===== src/rtl/load_store_unit_if.sv =====
// -----------------------------------------------------------------------------
// load_store_unit_if
//   Bundles the three signal groups of the load/store unit: the request
//   handshake from the MEM stage, the single-cycle response, and the
//   word-aligned DataMemory port.
//
//   Modports:
//     slave  - the load/store unit itself (consumes req_*, mem_dout;
//              drives req_ready, resp_*, mem_addr/din/wen/ren)
//     master - the pipeline + memory side (the mirror image)
//
//   Parameter ADDR_W : byte-address width (matches DataMemory addr).
// -----------------------------------------------------------------------------
interface load_store_unit_if #(
   parameter int ADDR_W = 10
) ();
   // request
   logic              req_valid;
   logic              req_ready;
   logic              req_we;
   logic [1:0]        req_size;
   logic              req_unsigned;
   logic [ADDR_W-1:0] req_addr;
   logic [31:0]       req_wdata;
   // response
   logic              resp_valid;
   logic [31:0]       resp_rdata;
   logic              resp_err;
   // DataMemory
   logic [ADDR_W-1:0] mem_addr;
   logic [31:0]       mem_din;
   logic [31:0]       mem_dout;
   logic              mem_wen;
   logic              mem_ren;

   modport slave (
      input  req_valid, req_we, req_size, req_unsigned, req_addr, req_wdata,
      input  mem_dout,
      output req_ready, resp_valid, resp_rdata, resp_err,
      output mem_addr, mem_din, mem_wen, mem_ren
   );

   modport master (
      output req_valid, req_we, req_size, req_unsigned, req_addr, req_wdata,
      output mem_dout,
      input  req_ready, resp_valid, resp_rdata, resp_err,
      input  mem_addr, mem_din, mem_wen, mem_ren
   );
endinterface


===== src/rtl/load_store_unit.sv =====
// -----------------------------------------------------------------------------
// load_store_unit
//   MEM-stage load/store unit in front of a word-wide DataMemory with a
//   registered read port. Accepts one byte/halfword/word load or store per
//   request, performs read-modify-write for sub-word stores, and returns
//   sign/zero-extended load data with a one-cycle resp_valid strobe.
//   Byte lanes are big-endian: offset 0 is bits [31:24].
//
//   Ports:
//     clk    - clock, all state changes on the rising edge
//     reset  - asynchronous, active-high
//     bus    - load_store_unit_if.slave (request, response, DataMemory)
//
//   Configuration macro:
//     LSU_ALIGN_TRAP_EN - when defined, misaligned requests skip memory and
//                         complete with resp_err=1, resp_rdata=0. When
//                         undefined, the offending low address bits are
//                         cleared and the access proceeds; resp_err is 0.
// -----------------------------------------------------------------------------
module load_store_unit #(
   parameter int ADDR_W = 10
) (
   input  logic             clk,
   input  logic             reset,
   load_store_unit_if.slave bus
);
   typedef enum logic [2:0] {IDLE, RD, MRG, WR, FIN} state_t;

   state_t            state_reg;
   logic              we_reg;
   logic [1:0]        size_reg;
   logic              uns_reg;
   logic [ADDR_W-1:0] addr_reg;
   logic [31:0]       wdata_reg;
   logic              ready_reg;
   logic              ren_reg;
   logic              wen_reg;
   logic              resp_valid_reg;
   logic              err_reg;

   // Incoming address with the low bits that a halfword/word cannot use
   // cleared. Memory only ever sees the word address, so this matters for
   // lane selection only.
   logic [ADDR_W-1:0] addr_fix;
   always_comb begin
      addr_fix = bus.req_addr;
      if (bus.req_size[1])
         addr_fix[1:0] = 2'b00;
      else if (bus.req_size[0])
         addr_fix[0] = 1'b0;
   end

`ifdef LSU_ALIGN_TRAP_EN
   logic misaligned;
   assign misaligned = (bus.req_size == 2'b01 && bus.req_addr[0]) ||
                       (bus.req_size[1] && bus.req_addr[1:0] != 2'b00);
`endif

   // Strobes are registered alongside the state so each one is a clean
   // flop output that is high for exactly the state it belongs to.
   always_ff @(posedge clk or posedge reset) begin
      if (reset) begin
         state_reg      <= IDLE;
         we_reg         <= 1'b0;
         size_reg       <= 2'b00;
         uns_reg        <= 1'b0;
         addr_reg       <= '0;
         wdata_reg      <= 32'h0;
         ready_reg      <= 1'b1;
         ren_reg        <= 1'b0;
         wen_reg        <= 1'b0;
         resp_valid_reg <= 1'b0;
         err_reg        <= 1'b0;
      end else begin
         ren_reg        <= 1'b0;
         wen_reg        <= 1'b0;
         resp_valid_reg <= 1'b0;
         case (state_reg)
            IDLE: begin
               if (bus.req_valid) begin
                  we_reg    <= bus.req_we;
                  size_reg  <= bus.req_size;
                  uns_reg   <= bus.req_unsigned;
                  addr_reg  <= addr_fix;
                  wdata_reg <= bus.req_wdata;
                  ready_reg <= 1'b0;
`ifdef LSU_ALIGN_TRAP_EN
                  if (misaligned) begin
                     state_reg      <= FIN;
                     resp_valid_reg <= 1'b1;
                     err_reg        <= 1'b1;
                  end else
`endif
                  if (bus.req_we && bus.req_size[1]) begin
                     state_reg <= WR;
                     wen_reg   <= 1'b1;
                  end else begin
                     state_reg <= RD;
                     ren_reg   <= 1'b1;
                  end
               end
            end
            RD: begin
               if (we_reg) begin
                  state_reg <= MRG;
                  wen_reg   <= 1'b1;
               end else begin
                  state_reg      <= FIN;
                  resp_valid_reg <= 1'b1;
               end
            end
            MRG, WR: begin
               state_reg      <= FIN;
               resp_valid_reg <= 1'b1;
            end
            default: begin   // FIN
               state_reg <= IDLE;
               ready_reg <= 1'b1;
               err_reg   <= 1'b0;
            end
         endcase
      end
   end

   // Store data replicated into every lane it may land in, plus per-lane
   // enables (bit gi = byte offset gi); merge keeps unaddressed lanes.
   logic [1:0]  off;
   logic [3:0]  be;
   logic [31:0] sdata;
   logic [31:0] merged;
   assign off = addr_reg[1:0];

   always_comb begin
      if (size_reg[1]) begin
         be    = 4'b1111;
         sdata = wdata_reg;
      end else if (size_reg[0]) begin
         be    = off[1] ? 4'b1100 : 4'b0011;
         sdata = {wdata_reg[15:0], wdata_reg[15:0]};
      end else begin
         be    = 4'b0001 << off;
         sdata = {4{wdata_reg[7:0]}};
      end
   end

   generate
      for (genvar gi = 0; gi < 4; gi++) begin : g_lane
         assign merged[31-8*gi -: 8] = be[gi] ? sdata[31-8*gi -: 8]
                                              : bus.mem_dout[31-8*gi -: 8];
      end
   endgenerate

   logic [31:0] din;
   always_comb begin
      din = 32'h0;
      if (state_reg == WR)
         din = wdata_reg;
      else if (state_reg == MRG)
         din = merged;
   end

   // Load lane extraction and extension.
   logic [7:0]  lane_b;
   logic [15:0] lane_h;
   logic [31:0] rdata;
   always_comb begin
      case (off)
         2'd0:    lane_b = bus.mem_dout[31:24];
         2'd1:    lane_b = bus.mem_dout[23:16];
         2'd2:    lane_b = bus.mem_dout[15:8];
         default: lane_b = bus.mem_dout[7:0];
      endcase
      lane_h = off[1] ? bus.mem_dout[15:0] : bus.mem_dout[31:16];
   end

   always_comb begin
      rdata = 32'h0;
      if (state_reg == FIN && !we_reg && !err_reg) begin
         if (size_reg[1])
            rdata = bus.mem_dout;
         else if (size_reg[0])
            rdata = {{16{~uns_reg & lane_h[15]}}, lane_h};
         else
            rdata = {{24{~uns_reg & lane_b[7]}}, lane_b};
      end
   end

   assign bus.req_ready  = ready_reg;
   assign bus.mem_ren    = ren_reg;
   assign bus.mem_wen    = wen_reg;
   assign bus.mem_addr   = {addr_reg[ADDR_W-1:2], 2'b00};
   assign bus.mem_din    = din;
   assign bus.resp_valid = resp_valid_reg;
   assign bus.resp_rdata = rdata;
`ifdef LSU_ALIGN_TRAP_EN
   assign bus.resp_err   = err_reg;
`else
   assign bus.resp_err   = 1'b0;
`endif
endmodule

===== src/flat_wrapper.sv =====
// flat-port wrapper written by rule: the top's interface ports become plain ports
module load_store_unit_flat 
#(
   parameter int ADDR_W = 10
)
  (clk, reset, bus_req_valid, bus_req_we, bus_req_size, bus_req_unsigned, bus_req_addr, bus_req_wdata, bus_mem_dout, bus_req_ready, bus_resp_valid, bus_resp_rdata, bus_resp_err, bus_mem_addr, bus_mem_din, bus_mem_wen, bus_mem_ren);
  load_store_unit_if #(.ADDR_W(ADDR_W)) bus_i ();
  input  logic clk;
  input  logic reset;
  input wire logic [$bits(bus_i.req_valid)-1:0] bus_req_valid;
  input wire logic [$bits(bus_i.req_we)-1:0] bus_req_we;
  input wire logic [$bits(bus_i.req_size)-1:0] bus_req_size;
  input wire logic [$bits(bus_i.req_unsigned)-1:0] bus_req_unsigned;
  input wire logic [$bits(bus_i.req_addr)-1:0] bus_req_addr;
  input wire logic [$bits(bus_i.req_wdata)-1:0] bus_req_wdata;
  input wire logic [$bits(bus_i.mem_dout)-1:0] bus_mem_dout;
  output wire logic [$bits(bus_i.req_ready)-1:0] bus_req_ready;
  output wire logic [$bits(bus_i.resp_valid)-1:0] bus_resp_valid;
  output wire logic [$bits(bus_i.resp_rdata)-1:0] bus_resp_rdata;
  output wire logic [$bits(bus_i.resp_err)-1:0] bus_resp_err;
  output wire logic [$bits(bus_i.mem_addr)-1:0] bus_mem_addr;
  output wire logic [$bits(bus_i.mem_din)-1:0] bus_mem_din;
  output wire logic [$bits(bus_i.mem_wen)-1:0] bus_mem_wen;
  output wire logic [$bits(bus_i.mem_ren)-1:0] bus_mem_ren;
  assign bus_i.req_valid = bus_req_valid;
  assign bus_i.req_we = bus_req_we;
  assign bus_i.req_size = bus_req_size;
  assign bus_i.req_unsigned = bus_req_unsigned;
  assign bus_i.req_addr = bus_req_addr;
  assign bus_i.req_wdata = bus_req_wdata;
  assign bus_i.mem_dout = bus_mem_dout;
  assign bus_req_ready = bus_i.req_ready;
  assign bus_resp_valid = bus_i.resp_valid;
  assign bus_resp_rdata = bus_i.resp_rdata;
  assign bus_resp_err = bus_i.resp_err;
  assign bus_mem_addr = bus_i.mem_addr;
  assign bus_mem_din = bus_i.mem_din;
  assign bus_mem_wen = bus_i.mem_wen;
  assign bus_mem_ren = bus_i.mem_ren;
  load_store_unit #(.ADDR_W(ADDR_W)) u_core (.clk(clk), .reset(reset), .bus(bus_i));
endmodule

===== config.mk =====
export PLATFORM = sky130hd
export DESIGN_NAME = load_store_unit_flat
export DESIGN_NICKNAME = d
export VERILOG_FILES = /design/src/rtl/load_store_unit_if.sv /design/src/rtl/load_store_unit.sv /design/src/flat_wrapper.sv
export SDC_FILE = /design/constraint.sdc
export NUM_CORES = 1
export LEC_CHECK = 0
export BUFFER_PORTS_ARGS = -buffer_cell sky130_fd_sc_hd__buf_2
export CORE_MARGIN = 8
export CORE_UTILIZATION = 54
export CTS_BUF_LIST = sky130_fd_sc_hd__clkbuf_2 sky130_fd_sc_hd__clkbuf_4 sky130_fd_sc_hd__clkbuf_8
export DETAILED_ROUTE_END_ITERATION = 16
export PLACE_DENSITY = 0.88
export SLEW_MARGIN = 20
export SYNTH_ARGS = -nofsm -noshare
export SYNTH_HDL_FRONTEND = slang
export SYNTH_SLANG_ARGS = --single-unit

===== constraint.sdc =====
create_clock -name clk -period 3.6 [get_ports clk]
set_clock_uncertainty 0.15 [all_clocks]
set_input_delay 0.54 -clock clk [delete_from_list [all_inputs] [get_ports clk]]
set_output_delay 0.54 -clock clk [all_outputs]
set_load 0.01 [all_outputs]

==> results.json, run 1 <==
{
  "slew-limit-headroom_pct": 39.72,
  "layout.cells.most_common": "sky130_fd_sc_hd__buf_2",
  "crit_end_element": "primary output",
  "initial_drt_pass_iterations": 4,
  "place.gp.congestion": 0.9291,
  "number_of_global_route_vias_before_repair": 4225,
  "most_used_flip_flop_cell_after_synthesis": "sky130_fd_sc_hd__dfrtp_1",
  "drv_cap": 0,
  "cts_max_level": 2,
  "cts_tree": "done",
  "flip_flop_and_latch_count_after_synthesis": 53,
  "grtUsageMet3_pct": 6.117,
  "p_leak_nw": 2.429,
  "distinct_cells_synth": 55,
  "timing.fmax_mhz": 329.6,
  "rsz0062_at_grt": "false",
  "layout_worst_path_cycle_share_pct": 84.28,
  "fin_nets": 702,
  "grt_start_max_net_pins": 54,
  "initial_utilization_pct": 54.91,
  "final_instance_area_mm2": 0.004786,
  "worst_setup_path_start_kind": "flip-flop",
  "cpMaxStageDelayCell": "sky130_fd_sc_hd__nand3b_1",
  "yosys_warnings": 0,
  "synthCells": 503,
  "syn-cell-area_mm2": 0.003940,
  "drt_first_iter_violations": 394,
  "outcome": "finished, final reports clean",
  "globalRouteMet1Util_pct": 34.65,
  "worstSkewPairLatency_ns": 0.31,
  "cell_area_placed_mm2": 0.004664,
  "ir_worst_vdd_uv": 440.5,
  "max-clock-path-buffers": 2,
  "cts_root_buf": "sky130_fd_sc_hd__clkbuf_8",
  "critPathRequiredTime_ns": 2.91,
  "post-cts-setup-buffers": 0,
  "die_area_mm2": 0.01029,
  "path_max_fanout": 29,
  "async_reset_ff_share_pct": 100.0,
  "tritoncts.num_buffers": 5,
  "cts-resized-gates": 0,
  "viasPerCell": 6.093,
  "layout_min_cycle_time_ns": 3.034,
  "routed_wire_length_per_instance_um": 19.55,
  "timing.final.max_slew_violations": 0,
  "critical_path.most_common_cell": "sky130_fd_sc_hd__buf_4",
  "n_fill_cell": 637,
  "diodes": 0,
  "delay_of_the_slowest_critical_path_stage_ns": 0.39,
  "cts_num_sinks": 53,
  "multi_input_comb_area_mm2": 0.002275,
  "layout-drive-gt1-share_pct": 34.08,
  "clk_pin_slew_ns": 0.09,
  "timing.critical_path.cells": "buf_4 -> nor4b_2 -> buf_4 -> nand3b_1 -> o21ai_0 -> buf_2",
  "synth_sequential_area_ratio_pct": 33.69,
  "setup_tns_ns": 0,
  "antenna_violating_nets_post_route": 0,
  "grt_antenna_before_repair": 0,
  "routing_layer_with_the_top_usage_in_global_route": "met2",
  "area_of_the_core_mm2": 0.007176,
  "post_synth.cell_area_avg_um2": 7.833,
  "ctsHoldBuffers": 0,
  "gr-usage-met2_pct": 42.51,
  "path_type_of_the_worst_setup_path": "flip-flop to primary output",
  "groute.usage.overall_pct": 26.99,
  "p_per_area_mw_per_mm2": 769.6,
  "half_perimeter_wire_length_after_placement_um": 10710,
  "synth_enable_flop_cells": 0,
  "hold_path_class": "input port to async pin",
  "floorplan.rows": 31,
  "io_buffer_count": 156,
  "layout-area-overhead-vs-synth_pct": 21.47,
  "route.detailed.drc": 0,
  "setup_violations": 0,
  "first_pass_grt_wire_length_um": 21870,
  "die_w_um": 101.4,
  "layout.area.seq_mm2": 0.001328,
  "via_count": 4393,
  "die-height_um": 101.4,
  "report.final.hold_viol_count": 0,
  "cp.arrival_ns": 2.34,
  "routed_wirelength_um": 14100,
  "io_pins": 160,
  "globalRoute.totalOverflow": 0,
  "max_ffs_per_register": 32,
  "tightest_slew_ns": 0.9043,
  "layout.cells.most_common_list": "sky130_fd_sc_hd__buf_2 (156), sky130_fd_sc_hd__nand2_1 (147), sky130_fd_sc_hd__dfrtp_1 (52), sky130_fd_sc_hd__o21ai_0 (35), sky130_fd_sc_hd__nand3_1 (23)"
}
## area by class of cell
type,count,share of cell area (%)
Multi-Input combinational cell,380,47.53
Sequential cell,53,27.74
Timing Repair Buffer,173,18.98
Tap cell,99,2.588
Clock buffer,6,1.725
Clock inverter,2,0.7843
Inverter,8,0.6536
## logic make-up after synthesis
logic type             after synthesis  share of synthesized area, %
other                                1                       0.09518
flip-flops                          53                         33.69
AND/OR/NAND/NOR                    220                         25.94
buffers and inverters               72                         8.923
AO/OA/AOI/OAI                      136                         25.63
multiplexers                        21                         5.716
## metal layers
metal / part of all wire (%) / wire, um
met3: 11 / 1520
met2: 45 / 6358
met4: 3.7 / 521
met1: 40 / 5695
met5: 0 / 0
## per-stage QoR
stage	instances	worst slack, ns	utilization [%]	hold slack [ns]	power [mW]
after floorplan	505	1.172	-	0.2904	2.597
after global placement	713	0.9660	65.00	0.3041	3.160
after detailed placement	713	0.9122	65.00	0.3075	3.235
after CTS	721	0.5700	66.68	0.2662	3.657
after global routing	721	0.3793	66.70	0.2706	3.936
final	721	0.5659	66.70	0.2274	3.683
## worst paths after layout
kind	slack, ns	cells after the start	start	endpoint
worst max-delay path	0.57	6	u_core.state_reg[0]$_DFFE_PP0P_	bus_resp_rdata[18]
worst min-delay path	0.23	2	reset	u_core.wdata_reg[26]$_DFFE_PP0P_
worst max register to register	1.11	7	u_core.state_reg[0]$_DFFE_PP0P_	u_core.wdata_reg[14]$_DFFE_PP0P_
worst min register to register	0.33	2	u_core.addr_reg[9]$_DFFE_PP0P_	u_core.addr_reg[9]$_DFFE_PP0P_
max in group asynchronous	2.53	2	reset	u_core.wdata_reg[18]$_DFFE_PP0P_
min in group clk	0.27	3	bus_req_wdata[18]	u_core.wdata_reg[18]$_DFFE_PP0P_
## Yosys cell counts, types with 2 or more instances
library cell,count,area (um^2)
sky130_fd_sc_hd__nand2_1,147,551.8
sky130_fd_sc_hd__dfrtp_1,52,1301
sky130_fd_sc_hd__o21ai_0,35,175.2
sky130_fd_sc_hd__clkbuf_1,29,108.9
sky130_fd_sc_hd__nand3_1,23,115.1
sky130_fd_sc_hd__buf_2,20,100.1
sky130_fd_sc_hd__mux2i_1,18,180.2
sky130_fd_sc_hd__o211ai_1,16,120.1
sky130_fd_sc_hd__o311ai_0,16,140.1
sky130_fd_sc_hd__a21oi_1,14,70.07
sky130_fd_sc_hd__buf_4,11,82.58
sky130_fd_sc_hd__nor2_1,9,33.78
sky130_fd_sc_hd__o41ai_1,9,78.83
sky130_fd_sc_hd__nand2b_1,7,43.79
sky130_fd_sc_hd__nor4b_1,7,61.31
sky130_fd_sc_hd__o211ai_2,7,87.58
sky130_fd_sc_hd__o221a_2,7,78.83
sky130_fd_sc_hd__o221ai_1,7,61.31
sky130_fd_sc_hd__or3b_2,7,61.31
sky130_fd_sc_hd__a221o_1,6,60.06
sky130_fd_sc_hd__a31oi_1,6,37.54
sky130_fd_sc_hd__inv_1,6,22.52
sky130_fd_sc_hd__nor2b_1,4,25.02
sky130_fd_sc_hd__o21a_1,3,22.52
sky130_fd_sc_hd__a211oi_1,2,15.01
sky130_fd_sc_hd__buf_1,2,7.510
sky130_fd_sc_hd__buf_6,2,22.52
sky130_fd_sc_hd__mux2_2,2,22.52
sky130_fd_sc_hd__nand3b_1,2,15.01
sky130_fd_sc_hd__or3_1,2,12.51
## critical path: cells and delay by family, from the launching register on
family                 cells  cell delay [ns]
buffers and inverters      3             0.70
AND/OR/NAND/NOR            2             0.66
flip-flops                 1             0.37
AO/OA/AOI/OAI              1             0.30
## power breakdown
group          internal [mW]  switching [mW]  total (mW)
sequential             0.871           0.332        1.20
clock                  0.226           0.193       0.420
combinational          0.774            1.29        2.06
total                   1.87            1.81        3.68
Note: power is estimated with default switching activity, not from simulation.
==> run 2, diff against run 1 <==
--- a/config.mk
+++ b/config.mk
@@ -5,12 +5,13 @@
 export SDC_FILE = /design/constraint.sdc
 export NUM_CORES = 1
 export LEC_CHECK = 0
+export ABC_AREA = 1
 export BUFFER_PORTS_ARGS = -buffer_cell sky130_fd_sc_hd__buf_2
 export CORE_MARGIN = 8
-export CORE_UTILIZATION = 54
+export CORE_UTILIZATION = 51
 export CTS_BUF_LIST = sky130_fd_sc_hd__clkbuf_2 sky130_fd_sc_hd__clkbuf_4 sky130_fd_sc_hd__clkbuf_8
 export DETAILED_ROUTE_END_ITERATION = 16
-export PLACE_DENSITY = 0.88
+export PLACE_DENSITY = 0.83
 export SLEW_MARGIN = 20
 export SYNTH_ARGS = -nofsm -noshare
 export SYNTH_HDL_FRONTEND = slang
==> constraint.sdc (replaced) <==
create_clock -name clk -period 3.2 [get_ports clk]
set_clock_uncertainty 0.15 [all_clocks]
set_input_delay 0.48 -clock clk [delete_from_list [all_inputs] [get_ports clk]]
set_output_delay 0.48 -clock clk [all_outputs]
set_load 0.01 [all_outputs]
==> results.json, run 2 <==
{
  "groute.usage.overall_pct": 23.56,
  "drt_first_iter_violations": 253,
  "cp.arrival_ns": 2.32,
  "timing.critical_path.cells": "buf_4 -> o21ai_0 -> nand3_2 -> nand2_2 -> nand2_2 -> nand3_4 -> a21oi_1 -> buf_2",
  "layout_worst_path_cycle_share_pct": 92.04,
  "synthCells": 571,
  "yosysTopAreaCell": "sky130_fd_sc_hd__dfrtp_1",
  "layout_min_cycle_time_ns": 2.945,
  "layout.cells.most_common": "sky130_fd_sc_hd__buf_2",
  "post-cts-setup-buffers": 0,
  "distinct_cells_synth": 38,
  "timing.final.max_slew_violations": 0,
  "setup_violations": 0,
  "cell_area_placed_mm2": 0.004672,
  "share_comb_of_total_power_pct": 61.4,
  "path_max_fanout": 19,
  "die_area_mm2": 0.01098,
  "worstSkewPairLatency_ns": 0.31,
  "async_reset_ff_share_pct": 100.0,
  "tritoncts.num_buffers": 5,
  "die-height_um": 104.8,
  "rsz0062_at_grt": "false",
  "diodes": 0,
  "cts-resized-gates": 0,
  "max-clock-path-buffers": 2,
  "cpMaxStageDelayCell": "sky130_fd_sc_hd__dfrtp_1",
  "p_clk_share_pct": 10.1,
  "initial_drt_pass_iterations": 6,
  "drv_cap": 0,
  "grt_antenna_before_repair": 0,
  "place.gp.congestion": 0.9092,
  "grt_start_max_net_pins": 74,
  "viasPerCell": 5.465,
  "layout-drive-gt1-share_pct": 32.52,
  "slew-limit-headroom_pct": 57.58,
  "layout.cells.most_common_list": "sky130_fd_sc_hd__buf_2 (156), sky130_fd_sc_hd__nand2_1 (129), sky130_fd_sc_hd__o21ai_0 (104), sky130_fd_sc_hd__inv_1 (63), sky130_fd_sc_hd__dfrtp_1 (52)",
  "globalRoute.totalOverflow": 0,
  "met2WireLength_um": 6151,
  "critPathRequiredTime_ns": 2.57,
  "finalWorstSetupSlack_ns": 0.2548,
  "post_synth.cell_area_avg_um2": 7.040,
  "hold_path_class": "input port to async pin",
  "synth_enable_flop_cells": 0,
  "setup_tns_ns": 0,
  "critical_path_buf_inv_count": 2,
  "worstRegToRegCells": 6,
  "detailedPlace.worstSlack_ns": 0.6171,
  "worstSetupPathDepth": 8,
  "power.switching_fraction_pct": 52.29,
  "timing.fmax_mhz": 339.5,
  "sequentialPowerShare_pct": 28.5,
  "report.final.hold_viol_count": 0,
  "synth_top_cell_area_share_pct": 32.37,
  "die_w_um": 104.8,
  "critical_path.most_common_cell": "sky130_fd_sc_hd__nand2_2",
  "final_instance_area_mm2": 0.004777,
  "p_sw_mw": 2.211,
  "synthTopCellsByArea": "sky130_fd_sc_hd__dfrtp_1 (32%), sky130_fd_sc_hd__o21ai_0 (13%), sky130_fd_sc_hd__nand2_1 (12%), sky130_fd_sc_hd__inv_1 (6.0%), sky130_fd_sc_hd__a21oi_1 (4.0%)",
  "half_perimeter_wire_length_after_placement_um": 10470,
  "number_of_global_route_vias_before_repair": 4241,
  "ys_top_cells_by_count": "sky130_fd_sc_hd__nand2_1 (129), sky130_fd_sc_hd__o21ai_0 (104), sky130_fd_sc_hd__inv_1 (64)",
  "route.detailed.drc": 0,
  "crit_end_element": "primary output",
  "timing.critical_path.max_delay_family": "flip-flops",
  "routed_wirelength_um": 13420,
  "ir_worst_vdd_uv": 592.3,
  "totalPowerFinal_mw": 4.229,
  "fin_nets": 778,
  "yosys_warnings": 0,
  "routed_wire_length_per_instance_um": 16.77,
  "cts_tree": "done",
  "antenna_violating_nets_post_route": 0,
  "outcome": "finished, final reports clean",
  "detail_route.wirelength.met1_um": 5663,
  "worst_setup_path_start_kind": "flip-flop",
  "p_per_area_mw_per_mm2": 885.2,
  "cts_root_buf": "sky130_fd_sc_hd__clkbuf_8",
  "ctsHoldBuffers": 0,
  "io_pins": 160,
  "layout-area-overhead-vs-synth_pct": 18.83,
  "synth_sequential_area_ratio_pct": 33.02,
  "startpoint": "u_core.addr_reg[1]$_DFFE_PP0P_",
  "area_of_the_core_mm2": 0.007687,
  "most_used_flip_flop_cell_after_synthesis": "sky130_fd_sc_hd__dfrtp_1",
  "met3WireLength_um": 1333,
  "delay_of_the_slowest_critical_path_stage_ns": 0.76,
  "cts_max_level": 2,
  "path_type_of_the_worst_setup_path": "flip-flop to primary output",
  "syn-cell-area_mm2": 0.004020,
  "synth.most_common_cell": "sky130_fd_sc_hd__nand2_1",
  "max_ffs_per_register": 32,
  "tightest_slew_ns": 0.6363,
  "floorplan.rows": 32,
  "via_count": 4372,
  "first_pass_grt_wire_length_um": 21400,
  "internal_power_of_the_cells_mw": 2.018,
  "p_leak_nw": 2.533,
  "clk_pin_slew_ns": 0.10,
  "flip_flop_and_latch_count_after_synthesis": 53,
  "cts_num_sinks": 53,
  "timing.rr.start": "u_core.state_reg[1]$_DFFE_PP0P_",
  "initial_utilization_pct": 52.29,
  "top_signal_layer_used": "met4",
  "io_buffer_count": 156
}
run 2: changes by cell type after synthesis, moves of 9 or more:
cell,change
sky130_fd_sc_hd__o21ai_0,+69
sky130_fd_sc_hd__o22ai_1,+12
sky130_fd_sc_hd__mux2i_1,-18
sky130_fd_sc_hd__o311ai_0,-16
sky130_fd_sc_hd__buf_6,+9
sky130_fd_sc_hd__nand2_1,-18
sky130_fd_sc_hd__clkbuf_1,-21
sky130_fd_sc_hd__inv_1,+58
sky130_fd_sc_hd__a21oi_2,+12
sky130_fd_sc_hd__buf_2,-9
sky130_fd_sc_hd__a21oi_1,+18
sky130_fd_sc_hd__o21ai_1,+27
run 2: final timing paths:
kind | to | slack, ns
min in group clk | u_core.addr_reg[0]$_DFFE_PP0P_ | 0.20
max in group asynchronous | u_core.bus.req_ready$_DFFE_PP1P_ | 2.19
min reg2reg | u_core.addr_reg[8]$_DFFE_PP0P_ | 0.34
max | bus_resp_rdata[20] | 0.25
min | u_core.addr_reg[6]$_DFFE_PP0P_ | 0.06
max reg2reg | u_core.wdata_reg[25]$_DFFE_PP0P_ | 0.99
run 2: metrics by stage:
step	cells	util (%)	hold slack [ns]
5_1_grt	800	62.14	0.09937
3_3_place_gp	792	60.77	0.3089
4_1_cts	800	62.14	0.07176
2_1_floorplan	573	-	0.3000
3_5_place_dp	792	60.77	0.3128
6_report	800	62.14	0.05653
run 2: metal layers:
layer | vias up | GRT usage, %
met1 | 1983 | 30.28
met5 | - | 0
met4 | 0 | 6.830
li1 | 2117 | -
met2 | 247 | 38.82
met3 | 25 | 5.098
run 2: cell families (layout without fill, tap and decap cells):
logic type / Yosys count / after routing / synth area share [%]
AOI/OAI and AO/OA: 207 / 207 / 29.47
and+or+nand+nor: 187 / 187 / 21.32
buffers and inverters: 123 / 248 / 16.09
DFF: 53 / 53 / 33.02
other: 1 / 3 / 0.09328
run 2: power by group through the flow:
stage	logic [mW]	registers [mW]	clock network, mW
2_1_floorplan	2.12	1.13	0
3_3_place_gp	2.52	1.20	0
3_5_place_dp	2.57	1.21	0
4_1_cts	2.59	1.20	0.434
5_1_grt	2.90	1.25	0.456
6_report	2.60	1.20	0.429
run 2: cell type report:
cell class / instances / area, um^2
Clock buffer: 7 / 96.34
Clock inverter: 1 / 8.758
Fill cell: 783 / 2910
Inverter: 74 / 292.8
Multi-Input combinational cell: 397 / 2056
Sequential cell: 53 / 1328
Tap cell: 102 / 127.6
Timing Repair Buffer: 166 / 868.3
